$ cat src/rtl/expr_emit.sv
// expr_emit: serialises a packed "digit (op digit)*" expression into an ASCII
// character stream with a valid/ready handshake, one character per transfer.
module expr_emit #(
    parameter int MAX_TERMS = 4
) (
    input  logic                   clk,
    input  logic                   clr_n,
    input  logic                   start,
    input  logic [3:0]             n_terms,
    input  logic [4*MAX_TERMS-1:0] digits,
    input  logic [MAX_TERMS-2:0]   ops,
    output logic                   out_valid,
    input  logic                   out_ready,
    output logic [7:0]             out_char,
    output logic                   out_last,
    output logic                   busy,
    output logic                   err
);

    // Operand storage is rounded up to a power of two so idx can never
    // address past the end of the latched arrays.
    localparam int IDX_W = $clog2(MAX_TERMS);
    localparam int DEPTH = 1 << IDX_W;
    localparam int DIG_W = 4 * DEPTH;

    typedef enum logic [1:0] {
        IDLE = 2'd0,
        DIG  = 2'd1,
        OP   = 2'd2
    } state_t;

    state_t                  state_reg, state_next;
    logic                    err_reg, err_next;
    logic [3:0]              n_reg;
    logic [DEPTH-1:0][3:0]   dig_reg;
    logic [DEPTH-1:0]        ops_reg;
    logic [IDX_W-1:0]        idx_reg;

    logic                    load;
    logic                    reject;
    logic                    is_last;
    logic [3:0]              cur_digit;
    logic [MAX_TERMS-1:0]    bad_term;

    // A term only matters if it lies inside the requested length.
    genvar gi;
    generate
        for (gi = 0; gi < MAX_TERMS; gi++) begin : g_term_check
            assign bad_term[gi] = (n_terms > 4'(gi)) && (digits[4*gi +: 4] > 4'd9);
        end
    endgenerate

    assign reject    = (n_terms == 4'd0) || (n_terms > 4'(MAX_TERMS)) || (|bad_term);
    assign cur_digit = dig_reg[idx_reg];
    assign is_last   = (4'(idx_reg) == (n_reg - 4'd1));
    assign busy      = (state_reg != IDLE);
    assign err       = err_reg;

    // Next-state and handshake outputs; the character is derived from the
    // held registers, so it stays stable while the sink stalls.
    always_comb begin
        state_next = state_reg;
        err_next   = 1'b0;
        load       = 1'b0;
        out_valid  = 1'b0;
        out_char   = 8'h00;
        out_last   = 1'b0;
        case (state_reg)
            IDLE: begin
                if (start) begin
                    if (reject) begin
                        err_next = 1'b1;
                    end else begin
                        load       = 1'b1;
                        state_next = DIG;
                    end
                end
            end
            DIG: begin
                out_valid = 1'b1;
                out_char  = 8'h30 + {4'h0, cur_digit};
                out_last  = is_last;
                if (out_ready) begin
                    state_next = is_last ? IDLE : OP;
                end
            end
            OP: begin
                out_valid = 1'b1;
                out_char  = ops_reg[idx_reg] ? 8'h2A : 8'h2B;
                if (out_ready) begin
                    state_next = DIG;
                end
            end
            default: begin
                state_next = IDLE;
            end
        endcase
    end

    // State register and the one-cycle reject pulse.
    always_ff @(posedge clk or negedge clr_n) begin
        if (!clr_n) begin
            state_reg <= IDLE;
            err_reg   <= 1'b0;
        end else begin
            state_reg <= state_next;
            err_reg   <= err_next;
        end
    end

    // Request latch and term index; inputs are ignored once a stream is in flight.
    always_ff @(posedge clk or negedge clr_n) begin
        if (!clr_n) begin
            n_reg   <= 4'd0;
            dig_reg <= '0;
            ops_reg <= '0;
            idx_reg <= '0;
        end else if (load) begin
            n_reg   <= n_terms;
            dig_reg <= DIG_W'(digits);
            ops_reg <= DEPTH'(ops);
            idx_reg <= '0;
        end else if ((state_reg == OP) && out_ready) begin
            idx_reg <= idx_reg + 1'b1;
        end
    end

endmodule

$ cat config.mk
export PLATFORM = sky130hd
export DESIGN_NAME = expr_emit
export DESIGN_NICKNAME = d
export VERILOG_FILES = /design/src/rtl/expr_emit.sv
export SDC_FILE = /design/constraint.sdc
export NUM_CORES = 1
export LEC_CHECK = 0
export ABC_AREA = 1
export BUFFER_PORTS_ARGS = -buffer_cell sky130_fd_sc_hd__buf_4
export CAP_MARGIN = 20
export CORE_UTILIZATION = 55
export CTS_BUF_LIST = sky130_fd_sc_hd__clkbuf_2 sky130_fd_sc_hd__clkbuf_4 sky130_fd_sc_hd__clkbuf_8
export CTS_CLUSTER_SIZE = 8
export DETAILED_ROUTE_END_ITERATION = 10
export PLACE_DENSITY = 0.85
export SYNTH_ARGS = -nofsm -noshare
export SYNTH_HDL_FRONTEND = slang
export SYNTH_SLANG_ARGS = --single-unit
$ cat constraint.sdc
create_clock -name clk -period 2.1 [get_ports clk]
set_clock_uncertainty 0.15 [all_clocks]
set_input_delay 0.21 -clock clk [delete_from_list [all_inputs] [get_ports clk]]
set_output_delay 0.21 -clock clk [all_outputs]
set_load 0.05 [all_outputs]
==> flow_metrics.py <==
metrics = {
    "critical_path": {
        "criticalPathCategory": "flip-flop to output port",
        "timing.critical_path.slowest_cell_delay_ps": 510,
        "timing.critical_path.cells": "clkinvlp_4 -> o21ai_0 -> o22ai_1 -> o21ai_0 -> inv_1 -> buf_6",
        "worst_path_dominant_cell_family": "compound AO/OA/AOI/OAI gates",
        "required_ps": 1740,
        "start_kind": "flip-flop",
        "timing.reg2reg.setup_slack_ps": 400,
        "critical_path_buf_inv_count": 3,
        "endpoint_kind": "output port",
        "cpMostUsedCell": "o21ai_0",
        "critPathArrivalTime_ps": 1800,
        "rr_worst_depth": 8,
        "crit-reg2reg-capture": "state_reg[1]",
        "cp_slowest_cell": "dfrtp_2",
        "critical_path.reg2reg.startpoint": "idx_reg[0]",
        "max_fanout_on_critical_path": 8,
    },
    "cts": {
        "numCtsBuffers": 3,
        "root_buffer": "clkbuf_4",
        "cts.clk_slew.worst_paths_ps": 150,
        "clock_latency_ps": 340,
        "cts_max_path_buffers": 2,
        "cts_tree": "built",
        "cts_max_level": 1,
        "cts.sinks": 28,
    },
    "pwr": {
        "power_density_mw_per_mm2": 1332,
        "totalPowerFinal_uw": 3125,
        "power.ir.vdd_worst_mv": 1.635,
        "p_leak_uw": 0.001222,
    },
    "synth": {
        "netlist-cell-type-count": 24,
        "post_synth_inst_count": 211,
        "syn_area_mm2": 0.001632,
        "synth.yosys.warnings": 0,
        "avgSynthCellArea_um2": 7.733,
        "synth-seq-cells": 28,
        "ys_seq_area_frac": 0.4294,
    },
    "route": {
        "route.antenna.remaining_nets": 0,
        "viasPerCell": 5.219,
        "route.detailed.wl_per_inst_um": 13.90,
        "drcViolationCount": 0,
        "drt_first_pass_iters": 5,
        "drt_iter0_drc": 48,
        "overall_routed_net_length_um": 4308,
        "vias": 1618,
    },
    "status": {
        "violated_checks": "hold timing, setup timing",
        "status": "complete, but fails checks",
    },
    "layout": {
        "net_count_reported_at_finish": 311,
        "area_growth_pct": 43.79,
        "mostFrequentLayoutCells": "nand2_1 (46), buf_4 (42), inv_1 (31)",
        "fraction_of_final_layout_cells_sized_beyond_drive_strength_1": 0.3190,
        "final_common_cell": "nand2_1",
        "antenna_cells": 0,
        "final_instance_area_mm2": 0.002346,
        "largest_register_ffs": 16,
        "nFillCells": 170,
    },
    "placement": {
        "hpwlAfterDp_um": 2484,
        "numPortBuffers": 36,
        "place_congestion": 0.8162,
        "placedInstanceArea_mm2": 0.001898,
        "place_ws_ps": 286.1,
    },
    "timing": {
        "setup_slack_ps": -59.60,
        "rsz0062_at_grt": "yes",
        "timing.final.crit_share": 1.028,
        "maxClockFrequency_ghz": 0.4630,
        "hold_slack_ps": -1.430,
        "finalSetupViolCount": 2,
        "final_period_minus_worst_setup_slack_ps": 2160,
        "drv_slew": 0,
        "timing.final.hold_violations": 1,
    },
    "floorplanning": {
        "core_region_area_mm2": 0.002781,
        "die_height_um": 56.47,
        "std_cell_rows": 19,
        "floorplan.die.width_um": 56.47,
        "design.die.area_mm2": 0.003188,
        "start_util": 0.5866,
        "pin_count": 39,
    },
    "global_routing": {
        "maximum_number_of_pins_on_one_net_before_global_route_repair": 48,
        "grt-ovfl-total": 0,
        "first_pass_grt_wire_length_um": 6444,
        "antenna_found_initial": 0,
        "grt_pass1_vias": 1444,
        "aggregate_global_route_resource_usage": 0.2667,
    },
    "run": {
        "cap_viol_max_count": 0,
    },
    "worst_hold_path": {
        "timing.hold.worst_endpoint": "n_reg[1]",
        "class_of_the_tightest_hold_or_removal_check": "primary input to flip-flop",
        "hold_depth": 3,
        "hold_start": "n_terms[1]",
    },
}
## worst register-to-register path, cell delays in order (launching register included)
cell and delay (ps):
dfrtp_2 510, buf_4 180, xor2_1 230, nand3_1 150, buf_4 160, nor2_1 90
nor2_1 50, nand2_1 60, nand2_1 40
## cells in the mapped netlist
| cell type | number | area share |
|---|---|---|
| nand2_1 | 46 | 0.11 |
| inv_1 | 39 | 0.090 |
| dfrtp_1 | 28 | 0.43 |
| nor2_1 | 21 | 0.048 |
| o21ai_2 | 14 | 0.075 |
| o21ai_0 | 12 | 0.037 |
| nand3_1 | 8 | 0.025 |
| o21ai_1 | 8 | 0.025 |
| a21oi_1 | 4 | 0.012 |
| buf_6 | 4 | 0.028 |
| ha_1 | 4 | 0.031 |
| buf_4 | 3 | 0.014 |
| o22ai_1 | 3 | 0.012 |
| xor2_1 | 3 | 0.016 |
| clkbuf_1 | 2 | 0.0046 |
| nand3b_1 | 2 | 0.0092 |
| nor2_2 | 2 | 0.0077 |
| xnor2_1 | 2 | 0.011 |
| a211oi_1 | 1 | 0.0046 |
| buf_2 | 1 | 0.0031 |
| conb_1 | 1 | 0.0023 |
| nor3_1 | 1 | 0.0031 |
| o211ai_1 | 1 | 0.0046 |
| or2_2 | 1 | 0.0038 |
## final cells by class
class	count	area [µm²]	area share
multi-input cells	135	775.7	0.3307
flip-flops and latches	28	703.2	0.2997
repair buffers	72	633.1	0.2699
inverters	39	153.9	0.06560
well taps	31	38.79	0.01653
clock buffers	4	36.28	0.01547
repair inverters	1	5.005	0.002133
## power breakdown
group	switching (µW)	leakage (µW)	internal, µW	total, µW
Clock	169	0.0000210	107	275
Sequential	188	0.000358	752	940
Combinational	1120	0.000843	790	1910
Total	1480	0.00122	1650	3130
## through the flow
stage | TNS, ps | instances | utilization
after CTS | -3.785 | 299 | 0.7917
final | -80.62 | 310 | 0.8435
after global routing | -357.2 | 310 | 0.8435
after global placement | 0 | 270 | 0.6824
after detailed placement | 0 | 270 | 0.6824
after floorplan | -237.3 | 212 | -
## logic make-up after synthesis
group,Yosys count,synth area share
and+or+nand+nor,81,0.2025
buffers and inverters,49,0.1388
AOI/OAI and AO/OA,43,0.1695
DFF,28,0.4294
xor gates and xnor gates,5,0.02685
adders and majority gates,4,0.03068
other,1,0.002298
## layer usage
| layer | GRT usage | vias up | part of all wire |
|---|---|---|---|
| li1 | - | 783 | - |
| met1 | 0.3193 | 749 | 0.39 |
| met2 | 0.4790 | 80 | 0.53 |
| met3 | 0.03687 | 6 | 0.061 |
| met4 | 0.1045 | 0 | 0.024 |
| met5 | 0 | - | 0 |
## how the worst max path moves through the flow
stage                             from     endpoint  cells after the start
after global routing        idx_reg[0]  out_char[1]                      6
after global placement    state_reg[0]  out_char[3]                      7
after floorplan           state_reg[1]  out_char[2]                      4
after CTS                   idx_reg[0]  out_char[1]                      6
after detailed placement  state_reg[0]  out_char[3]                      7
final                       idx_reg[0]  out_char[1]                      6
## what timing repair did
action	in CTS	in global routing
setup endpoints to repair	5	5
hold endpoints to repair	50	0
resized for setup	9	17
gates cloned	0	1
buffers inserted	2	10
pin swaps	0	7
hold buffers	23	0
Power figures use the tool's default switching activity.
